### config.mk
export PLATFORM = sky130hd
export DESIGN_NAME = cpu_output_uart_tx
export DESIGN_NICKNAME = d
export VERILOG_FILES = /design/src/rtl/cpu_output_uart_tx.sv
export SDC_FILE = /design/constraint.sdc
export NUM_CORES = 1
export LEC_CHECK = 0
export CORE_ASPECT_RATIO = 0.75
export CORE_MARGIN = 3
export CORE_UTILIZATION = 45
export DETAILED_ROUTE_END_ITERATION = 12
export GPL_TIMING_DRIVEN = 0
export PLACE_DENSITY = 0.65
export SYNTH_ARGS = -nofsm -noshare
export SYNTH_HDL_FRONTEND = slang
export SYNTH_SLANG_ARGS = --single-unit
### constraint.sdc
create_clock -name clk -period 5.7 [get_ports clk]
set_input_delay 1.425 -clock clk [delete_from_list [all_inputs] [get_ports clk]]
set_output_delay 1.425 -clock clk [all_outputs]
set_load 0.05 [all_outputs]
### src/rtl/cpu_output_uart_tx.sv
// Output-port consumer for the multicycle core: buffers words in a FIFO and
// sends each one over a UART 8N1 line, least-significant byte first.
//
// state   | meaning
// S_IDLE  | line high, waiting for a buffered word to pop
// S_START | start bit (low) for one bit period
// S_DATA  | 8 data bits of the current byte, LSB first
// S_STOP  | stop bit (high); then next byte or back to idle
module cpu_output_uart_tx #(
    parameter int WORD_SIZE    = 32,
    parameter int FIFO_DEPTH   = 8,
    parameter int CLKS_PER_BIT = 16
) (
    input  logic                          clk,
    input  logic                          rst,
    input  logic                          output_en,
    input  logic [WORD_SIZE-1:0]          data_out,
    output logic                          out_ready,
    output logic                          tx,
    output logic                          tx_busy,
    output logic                          overflow,
    output logic [$clog2(FIFO_DEPTH):0]   fifo_count
);

    localparam int NB = WORD_SIZE / 8;
    localparam int AW = $clog2(FIFO_DEPTH);
    localparam int CW = $clog2(CLKS_PER_BIT);
    localparam int BW = (NB > 1) ? $clog2(NB) : 1;
    localparam logic [CW-1:0] BIT_LAST  = CW'(CLKS_PER_BIT - 1);
    localparam logic [BW-1:0] BYTE_LAST = BW'(NB - 1);
    localparam logic [AW:0]   DEPTH     = (AW + 1)'(FIFO_DEPTH);

    typedef enum logic [1:0] {S_IDLE, S_START, S_DATA, S_STOP} state_t;

    logic [WORD_SIZE-1:0] mem_q [FIFO_DEPTH];
    logic [AW-1:0]        wr_ptr_q, wr_ptr_d;
    logic [AW-1:0]        rd_ptr_q, rd_ptr_d;
    logic [AW:0]          count_q, count_d;
    logic                 overflow_q, overflow_d;
    logic                 full, push, pop;

    state_t               state_q;
    logic [CW-1:0]        bit_cnt_q;
    logic [2:0]           bit_idx_q;
    logic [BW-1:0]        byte_idx_q;
    logic [WORD_SIZE-1:0] shift_q;
    logic                 tx_q;
    logic                 busy_q;
    logic [7:0]           cur_byte;
    logic [2:0]           next_idx;

    assign full     = (count_q == DEPTH);
    assign push     = output_en && !full;
    assign pop      = (state_q == S_IDLE) && (count_q != '0);
    assign cur_byte = shift_q[7:0];
    assign next_idx = bit_idx_q + 3'd1;

    // A word offered while full is dropped even if a pop frees space on the same edge.
    always_comb begin
        wr_ptr_d   = wr_ptr_q;
        rd_ptr_d   = rd_ptr_q;
        count_d    = count_q;
        overflow_d = overflow_q;
        if (push) wr_ptr_d = wr_ptr_q + 1'b1;
        if (pop)  rd_ptr_d = rd_ptr_q + 1'b1;
        if (push && !pop)
            count_d = count_q + 1'b1;
        else if (pop && !push)
            count_d = count_q - 1'b1;
        if (output_en && full) overflow_d = 1'b1;
    end

    always_ff @(posedge clk or posedge rst) begin
        if (rst) begin
            wr_ptr_q   <= '0;
            rd_ptr_q   <= '0;
            count_q    <= '0;
            overflow_q <= 1'b0;
        end else begin
            wr_ptr_q   <= wr_ptr_d;
            rd_ptr_q   <= rd_ptr_d;
            count_q    <= count_d;
            overflow_q <= overflow_d;
        end
    end

    always_ff @(posedge clk) begin
        if (push) mem_q[wr_ptr_q] <= data_out;
    end

    always_ff @(posedge clk or posedge rst) begin
        if (rst) begin
            state_q    <= S_IDLE;
            bit_cnt_q  <= '0;
            bit_idx_q  <= '0;
            byte_idx_q <= '0;
            shift_q    <= '0;
            tx_q       <= 1'b1;
            busy_q     <= 1'b0;
        end else begin
            case (state_q)
                S_IDLE: begin
                    if (pop) begin
                        shift_q    <= mem_q[rd_ptr_q];
                        state_q    <= S_START;
                        tx_q       <= 1'b0;
                        busy_q     <= 1'b1;
                        bit_cnt_q  <= '0;
                        bit_idx_q  <= '0;
                        byte_idx_q <= '0;
                    end
                end
                S_START: begin
                    if (bit_cnt_q == BIT_LAST) begin
                        bit_cnt_q <= '0;
                        bit_idx_q <= '0;
                        state_q   <= S_DATA;
                        tx_q      <= cur_byte[0];
                    end else begin
                        bit_cnt_q <= bit_cnt_q + 1'b1;
                    end
                end
                S_DATA: begin
                    if (bit_cnt_q == BIT_LAST) begin
                        bit_cnt_q <= '0;
                        if (bit_idx_q == 3'd7) begin
                            state_q <= S_STOP;
                            tx_q    <= 1'b1;
                        end else begin
                            bit_idx_q <= next_idx;
                            tx_q      <= cur_byte[next_idx];
                        end
                    end else begin
                        bit_cnt_q <= bit_cnt_q + 1'b1;
                    end
                end
                S_STOP: begin
                    if (bit_cnt_q == BIT_LAST) begin
                        bit_cnt_q <= '0;
                        if (byte_idx_q != BYTE_LAST) begin
                            // Next byte follows immediately with no idle gap.
                            byte_idx_q <= byte_idx_q + 1'b1;
                            shift_q    <= shift_q >> 8;
                            state_q    <= S_START;
                            tx_q       <= 1'b0;
                        end else begin
                            state_q <= S_IDLE;
                            busy_q  <= 1'b0;
                        end
                    end else begin
                        bit_cnt_q <= bit_cnt_q + 1'b1;
                    end
                end
                default: begin
                    state_q <= S_IDLE;
                    tx_q    <= 1'b1;
                    busy_q  <= 1'b0;
                end
            endcase
        end
    end

    assign out_ready  = !full;
    assign fifo_count = count_q;
    assign tx         = tx_q;
    assign tx_busy    = busy_q;
    assign overflow   = overflow_q;

endmodule

==> results of run 1 <==
Yosys cell counts, types with 3 or more instances:
cell type	instances
nor2_1	19
dfrtp_1	55
a221oi_1	7
mux2i_1	17
mux4_2	66
buf_2	10
a221o_1	7
o21ai_0	5
nor2b_1	18
buf_4	5
nor3_1	3
clkbuf_1	13
nand2b_1	5
inv_1	25
a21oi_1	17
mux2_2	5
a211oi_1	26
edfxtp_1	256
a21o_1	3
xnor2_1	7
ha_1	13
nand2_1	14
o2bb2ai_1	8
cell families after synthesis:
kind of cell	count (synthesis)	share of synthesized area, %
adder cells (fa/ha/maj)	14	1.47
flip-flops	312	73.4
buffers and inverters	55	2.04
AND/OR/NAND/NOR	80	3.68
multiplexers	88	13.8
XOR/XNOR	7	0.495
AO/OA/AOI/OAI	84	5.11
per-layer routing:
layer	vias up	global-route usage [%]
met5	-	0
li1	2762	-
met2	181	28.3
met4	0	3.82
met3	40	2.54
met1	3391	28.8
area by class of cell:
type                       count  area, sq um  share of cell area, %
multi-input combinational    273         3100                   21.4
tap                          344          430                   2.98
clock buffer                  40          818                   5.66
inverter                      25         93.8                  0.649
timing repair buffer          57          658                   4.55
clock inverter                14          116                  0.804
sequential                   312         9090                   62.8
buffer                        30          159                   1.10
cells in the final DEF, fill, tap and decap left out, drive strengths merged, types with 3 or more instances in the layout:
| master | netlist | routed |
|---|---|---|
| edfxtp | 256 | 256 |
| mux4 | 66 | 66 |
| dfrtp | 55 | 55 |
| clkbuf | 13 | 53 |
| clkdlybuf4s50 | 0 | 42 |
| buf | 17 | 32 |
| a211oi | 26 | 26 |
| inv | 25 | 26 |
| nor2 | 20 | 20 |
| nor2b | 18 | 18 |
| a21oi | 17 | 17 |
| mux2i | 17 | 17 |
| nand2 | 15 | 15 |
| ha | 13 | 13 |
| clkinv | 0 | 10 |
| a221oi | 9 | 9 |
| o2bb2ai | 8 | 8 |
| a221o | 7 | 7 |
| xnor2 | 7 | 7 |
| nand2b | 6 | 6 |
| o21ai | 6 | 6 |
| mux2 | 5 | 5 |
| nor3 | 4 | 4 |
| a21o | 3 | 3 |
| nand3 | 3 | 3 |
per-stage QoR:
step	setup slack [ps]	utilization (%)	std cells	instance area (sq um)
final	1840	54.5	1095	14500
after global routing	1750	54.5	1095	14500
after CTS	1800	54.5	1095	14500
after detailed placement	1820	51.0	1041	13500
after global placement	-1750	49.9	1026	13200
after floorplan	1280	-	640	12400
state kept, by name (all words and copies together) (netlist names):
signal and flops:
mem_q 256, shift_q 32, bit_cnt_q 4, fifo_count 4
bit_idx_q 3, rd_ptr_q 3, wr_ptr_q 3, byte_idx_q 2
state_q 2, overflow 1, tx 1, tx_busy 1
final timing paths:
path,endpoint,slack (ps),start
max,out_ready,1840,fifo_count[2]
max in group asynchronous,shift_q[17],3990,rst
min in group asynchronous,bit_cnt_q[2],1160,rst
max reg2reg,fifo_count[3],2850,fifo_count[2]
min,overflow,480,overflow
min reg2reg,overflow,480,overflow
power groups by stage:
stage | clock, mW | combinational (mW) | sequential [mW]
after global placement | 0 | 0.587 | 2.93
after detailed placement | 0 | 0.711 | 2.92
after floorplan | 0 | 0.316 | 2.96
after global routing | 2.03 | 0.755 | 2.89
final | 1.89 | 0.700 | 2.87
after CTS | 1.93 | 0.713 | 2.87
critical path: cells and delay by family (launching register included):
kind / cells / cell delay [ps]
buffers and inverters: 1 / 730
DFF: 1 / 440
and+or+nand+nor: 1 / 730
==> impl_metrics.tcl, run 1 <==
set metrics [dict create \
    synth_area_sq_um 12400 \
    combPwrFrac_pct 12.8 \
    cts_tree "yes" \
    ys_ff_latch 312 \
    synth-async-reset-ratio_pct 17.9 \
    outcome "finished clean" \
    routed.top_layer "met4" \
    drive_above_1_share_pct 21.4 \
    synth_top_area_cell "edfxtp_1" \
    ir_drop_mv 0.261 \
    final_max_slew_viol_count 0 \
    setup_viol 0 \
    hpwlAfterDp_mm 17.6 \
    fin_nets 777 \
    drt_pass1_iterations 4 \
    syn2layout_area_growth_pct 16.8 \
    gp_congestion 0.818 \
    grt_pass1_wl_mm 41.2 \
    p_int_mw 4.14 \
    ys_types 50 \
    io_pins 43 \
    ctsHoldBuffers 0 \
    cp.required_ps 4280 \
    crit_slowest_cell "or4b_2" \
    drt.antenna.violating_nets 0 \
    detail_route.wl_per_cell_um 24.2 \
    grt_usage_pct 18.5 \
    num_vias 6374 \
    core_area_sq_um 26500 \
    whs_path_depth 1 \
    power_mw 5.46 \
    first_iter_violations 404 \
    syn_inst 640 \
    io_buffers 42 \
    start_util_pct 46.7 \
    clkTransAtPathRegs_ps 70 \
    syn_avg_cell_area_sq_um 19.4 \
    synth_edf_count 256 \
    start_kind "flop" \
    holdWs_ps 477 \
    clkSinkCount 312 \
    wirelength_mm 26.6 \
    cts-htree-levels 1 \
    p_sw_share_pct 24.3 \
    drcViolationCount 0 \
    grt_start_max_net_pins 44 \
    fillers 2068 \
    fp-row-count 51 \
    p_seq_share_pct 52.6 \
    path_cells "or4b_2 > clkdlybuf4s50_1" \
    vias_per_cell 5.82 \
    dr_wl_met2_mm 12.3 \
    fin_worst_skew_ps 17.6 \
    tightest_slew_ps 871 \
    cts_root_buf "clkbuf_16" \
    hold_path_class "reg -> reg" \
    fin_crit_sh_pct 67.7 \
    antenna_found_initial 0 \
    ys_top_cells_by_area "edfxtp_1 62%, mux4_2 12%, dfrtp_1 11%" \
    clockBufferDepth 3 \
    synth_top_area_share_pct 62.1 \
    fmax_mhz 259 \
    seq_area_frac_synth_pct 73.4 \
    synth_warnings 0 \
    crit_type "reg -> out" \
    finalHoldViolCount 0 \
    cap_violations 0 \
    pwr-share-clk_pct 34.6 \
    grt_pass1_vias 6573 \
    relSlewSlack_pct 41.9 \
    met1Wirelength_mm 12.5 \
    die_area_sq_um 29600 \
    clock_latency_ps 550 \
    switching_power_mw 1.33 \
    die_height_um 150 \
    critPathArrivalTime_ps 2430 \
    final.min_clock_period_ps 3860 \
    cpPeakStageDelay_ps 730 \
    synth_nets 689 \
    cts_buffers 29 \
    cts_setup_buffers 0 \
    dieWidth_um 198 \
    postCtsResizedCells 0 \
    ff2ff_path_depth 10 \
    rsz0062_at_grt "false" \
    p_leak_nw 4.93 \
    ys.flop_type "edfxtp_1" \
    power.density_nw_per_um2 378 \
    met3_length_mm 1.22 \
    endpoint_kind "primary output" \
    crit_fanout 6 \
    antenna_cells 0 \
    grt-ovfl-total 0 \
    tns_ps 0 \
]
Power figures use the tool's default switching activity.
==> run 2, diff against run 1 <==
PLACE_DENSITY = 0.67   (was 0.65)
clock period = 3.31 ns   (was 5.7 ns; I/O delays follow)
==> run 2 against run 1 <==
Compared with the run above:
- register-to-register slack worse by 2400 ps
- via count is 1.3% lower
- combinational power grew 70%
- power up 69%
- clock skew is essentially flat
- sequential power is 72% higher
- sequential share of layout area grew 0.23 points
- non-clock buffer count decreased by 4
- highest routed layer unchanged
==> impl_metrics.tcl, run 2 (same netlist as run 1, synthesis figures left out) <==
set metrics [dict create \
    outcome "finished clean" \
    drt.antenna.violating_nets 0 \
    clkTransAtPathRegs_ps 70 \
    multi_input_area_sq_um 3110 \
    io_pins 43 \
    p_sw_share_pct 24.7 \
    preCtsSetupSlack_ps 48.2 \
    post-route-util_pct 54.3 \
    seqCellArea_sq_um 9090 \
    clkSinkCount 312 \
    start_kind "flop" \
    hpwlAfterDp_mm 17.2 \
    grt-ovfl-total 0 \
    grt_start_max_net_pins 39 \
    fin_nets 773 \
    pwr-share-clk_pct 33.4 \
    drive_above_1_share_pct 21.7 \
    layout_commonest_cell "edfxtp_1" \
    final.min_clock_period_ps 2860 \
    dieWidth_um 198 \
    most-common-layout-cells "256 x edfxtp_1, 66 x mux4_2, 55 x dfrtp_1, 41 x clkdlybuf4s50_1, 30 x clkbuf_16" \
    combPwrFrac_pct 12.9 \
    die_area_sq_um 29600 \
    tightest_slew_ps 942 \
    cp.buffers_inverters 1 \
    grt_pass1_wl_mm 39.8 \
    p_seq_share_pct 53.7 \
    cts_buffers 29 \
    gp_congestion 0.813 \
    die_height_um 150 \
    setup_viol 0 \
    syn2layout_area_growth_pct 16.3 \
    hold_path_class "reg -> reg" \
    reg_top3 "mem_q x256, shift_q x32" \
    antenna_found_initial 0 \
    fin_worst_skew_ps 17.3 \
    fillers 2043 \
    setup_ws_ps 448 \
    clockBufferDepth 3 \
    grt_usage_pct 17.9 \
    ir_drop_mv 0.548 \
    relSlewSlack_pct 37.0 \
    fmax_mhz 349 \
    antenna_cells 0 \
    crit_fanout 7 \
    crit_type "reg -> out" \
    cap_violations 0 \
    fp-row-count 51 \
    io_buffers 42 \
    critPathArrivalTime_ps 2030 \
    switching_power_mw 2.28 \
    vias_per_cell 5.79 \
    crit_family "simple AND/OR/NAND/NOR gates" \
    tns_ps 0 \
    placed_area_sq_um 13500 \
    cp.required_ps 2480 \
    fin_crit_sh_pct 86.5 \
    cts_root_buf "clkbuf_16" \
    largest_register_ffs 256 \
    final_max_slew_viol_count 0 \
    grt_pass1_vias 6546 \
    fin_area_sq_um 14400 \
    power_mw 9.22 \
    cts-htree-levels 1 \
    p_int_mw 6.94 \
    start_util_pct 46.7 \
    num_vias 6289 \
    wirelength_mm 26.0 \
    drt_pass1_iterations 5 \
    core_area_sq_um 26500 \
    p_leak_nw 4.91 \
    cpPeakStageDelay_ps 700 \
    finalHoldViolCount 0 \
    path_cells "or4b_2 > dlymetal6s2s_1" \
    cts_tree "yes" \
    endpoint_kind "primary output" \
    clock_latency_ps 540 \
    rsz0062_at_grt "false" \
    detail_route.wl_per_cell_um 23.9 \
    regMostFlops "mem_q" \
    power.density_nw_per_um2 640 \
    ctsHoldBuffers 0 \
    drcViolationCount 0 \
    first_iter_violations 452 \
    crit_slowest_cell "or4b_2" \
]
[run 2: changes by cell type in the layout (fill, tap and decap cells not counted), sizes merged]
cell,delta
dlymetal6s2s,+1
clkdlybuf4s50,-1
clkbuf,-4
clkinv,+3
clkinvlp,-1
bufinv,-2
buf,-4
[run 2: metal layers]
layer | vias up | GRT usage [%] | wire length [um]
met1 | 3327 | 27.5 | 12100
met2 | 172 | 27.4 | 12000
li1 | 2756 | - | -
met4 | 0 | 2.79 | 363
met5 | - | 0 | 0
met3 | 34 | 3.83 | 1580
[run 2: layout make-up]
| cell class | instances | area share (%) |
|---|---|---|
| plain buffers | 30 | 1.10 |
| clock buffers | 36 | 5.50 |
| clock inverters | 14 | 0.573 |
| inverters | 25 | 0.651 |
| multi-input cells | 273 | 21.6 |
| flip-flops and latches | 312 | 63.1 |
| well taps | 344 | 2.99 |
| repair buffers | 53 | 4.51 |
[run 2: what timing repair did]
item / 4_1_cts / 5_1_grt
hold endpoints to repair: 0 / 0
setup buffers: 0 / 0
gates resized for setup: 0 / 1
endpoints found under the setup margin: 0 / 1
[run 2: worst paths after layout]
check,startpoint,to,slack (ps),cells past startpoint
max,fifo_count[1],out_ready,450,2
min,overflow,overflow,490,1
max reg2reg,state_q[0],fifo_count[3],470,11
min reg2reg,overflow,overflow,490,1
max in group asynchronous,rst,shift_q[20],2130,3
min in group asynchronous,rst,fifo_count[2],600,2
[run 2: through the flow]
stage	hold slack [ps]	std cells
after detailed placement	478	1037
after global placement	465	1026
after floorplan	456	640
after global routing	512	1087
after CTS	499	1087
final	486	1087
[run 2: power groups by stage]
stage	combinational [mW]	sequential (mW)	clock [mW]
6_report	1.19	4.95	3.08
5_1_grt	1.28	4.99	3.30
4_1_cts	1.22	4.95	3.14
3_5_place_dp	1.22	5.03	0
3_3_place_gp	1.01	5.03	0
2_1_floorplan	0.548	5.10	0
==> run 3, diff against run 2 <==
PLACE_DENSITY = 0.65   (was 0.67)
clock period = 2.8 ns   (was 3.31 ns; I/O delays follow)
==> run 3 against run 2 <==
Compared with the run above:
- non-clock buffer count shrank 3
- critical path depth is the same
- first-iteration DRC count grew 14%
- critical path type unchanged
- largest cell class unchanged
- largest power group unchanged
==> impl_metrics.tcl, run 3 (same netlist as run 1, synthesis figures left out) <==
set metrics [dict create \
    outcome "finished clean" \
    clock_latency_ps 570 \
    grt_usage_pct 17.9 \
    cp.buffers_inverters 1 \
    cts-htree-levels 1 \
    fin_nets 770 \
    fmax_mhz 371 \
    crit_fanout 6 \
    ir_drop_mv 0.567 \
    layoutNonFillerInstCount 1088 \
    crit_family "simple AND/OR/NAND/NOR gates" \
    grt_pass1_wl_mm 39.8 \
    drt_pass1_iterations 4 \
    layout_commonest_cell "edfxtp_1" \
    grt-ovfl-total 0 \
    clkSinkCount 312 \
    dieWidth_um 198 \
    setup_viol 0 \
    ctsHoldBuffers 0 \
    drive_above_1_share_pct 22.3 \
    start_util_pct 46.7 \
    relSlewSlack_pct 16.6 \
    cts_root_buf "clkbuf_16" \
    fin_worst_skew_ps 18.8 \
    clockBufferDepth 3 \
    grt_pass1_vias 6436 \
    regMostFlops "mem_q" \
    finalHoldViolCount 0 \
    power.density_nw_per_um2 794 \
    antenna_found_initial 0 \
    most-common-layout-cells "256 x edfxtp_1, 66 x mux4_2, 51 x dfrtp_1, 41 x clkdlybuf4s50_1, 29 x clkbuf_16" \
    crit_cells 2 \
    setup_ws_ps 103 \
    rsz0062_at_grt "true" \
    cts_buffers 29 \
    path_cells "or4b_4 > dlygate4sd2_1" \
    ff2ff_path_depth 10 \
    die_height_um 150 \
    hpwlAfterDp_mm 16.4 \
    vias_per_cell 5.73 \
    crit_slowest_cell "or4b_4" \
    preCtsSetupSlack_ps -437 \
    reg_top3 "mem_q x256, shift_q x32" \
    endpoint_kind "primary output" \
    drt.antenna.violating_nets 0 \
    antenna_cells 0 \
    cp.required_ps 2100 \
    wirelength_mm 25.6 \
    crit_type "reg -> out" \
    final_max_slew_viol_count 0 \
    dpl.cell_count 1034 \
    clkTransAtPathRegs_ps 60 \
    syn2layout_area_growth_pct 17.5 \
    tightest_slew_ps 1250 \
    fp-row-count 51 \
    p_leak_nw 4.94 \
    gp_congestion 0.842 \
    start_kind "flop" \
    die_area_sq_um 29600 \
    detail_route.wl_per_cell_um 23.5 \
    hold_path_class "in -> async" \
    io_buffers 42 \
    cpPeakStageDelay_ps 560 \
    first_iter_violations 516 \
    fillers 2014 \
    core_area_sq_um 26500 \
    fin_crit_sh_pct 96.3 \
    num_vias 6231 \
    post-route-util_pct 54.8 \
    grt_start_max_net_pins 45 \
    cap_violations 0 \
    drcViolationCount 0 \
    largest_register_ffs 256 \
    cts_tree "yes" \
    io_pins 43 \
    critPathArrivalTime_ps 2000 \
    final.min_clock_period_ps 2700 \
]
[run 3: where the power goes]
group          internal (mW)  switching (mW)  leakage (nW)  total, mW
logic                  0.535           0.852          1.46       1.39
registers               5.66           0.197          2.98       5.86
clock network           2.59            1.71         0.495       4.30
total                   8.79            2.76          4.94       11.5
[run 3: metrics by stage]
| step | power (mW) | cell area [sq um] | hold WS, ps | TNS, ps |
|---|---|---|---|---|
| 2_1_floorplan | 6.72 | 12400 | 456 | 0 |
| 3_3_place_gp | 7.18 | 13300 | 464 | -201210 |
| 3_5_place_dp | 7.38 | 13500 | 470 | -55820 |
| 4_1_cts | 11.7 | 14500 | 404 | 0 |
| 5_1_grt | 12.0 | 14600 | 436 | -3.22 |
| 6_report | 11.5 | 14600 | 408 | 0 |
[run 3: final timing paths]
path                                    start            end  slack [ps]
worst max register to register  fifo_count[1]  fifo_count[3]         150
worst min-delay path                      rst   bit_cnt_q[3]         410
min in group clk                     overflow       overflow         480
max in group asynchronous                 rst     shift_q[3]        1870
worst max-delay path            fifo_count[2]      out_ready         100
worst min register to register       overflow       overflow         480
[run 3: area by class of cell]
type	instances	area (sq um)	share of cell area (%)
well taps	344	430	2.96
flip-flops and latches	312	9090	62.5
clock inverters	15	284	1.95
repair buffers	50	604	4.15
plain buffers	30	160	1.10
clock buffers	39	763	5.24
inverters	25	93.8	0.645
multi-input cells	273	3120	21.5
[run 3: repair_timing]
action | in CTS | in global routing
pin swaps | 0 | 2
setup endpoints to repair | 2 | 45
gates resized for setup | 2 | 2
buffers inserted | 0 | 0
[run 3: layer usage]
| layer | global-route usage (%) | share of wire, % |
|---|---|---|
| met5 | 0 | 0 |
| met4 | 2.65 | 1.3 |
| met3 | 3.60 | 4.9 |
| met2 | 27.2 | 47 |
| met1 | 27.8 | 47 |
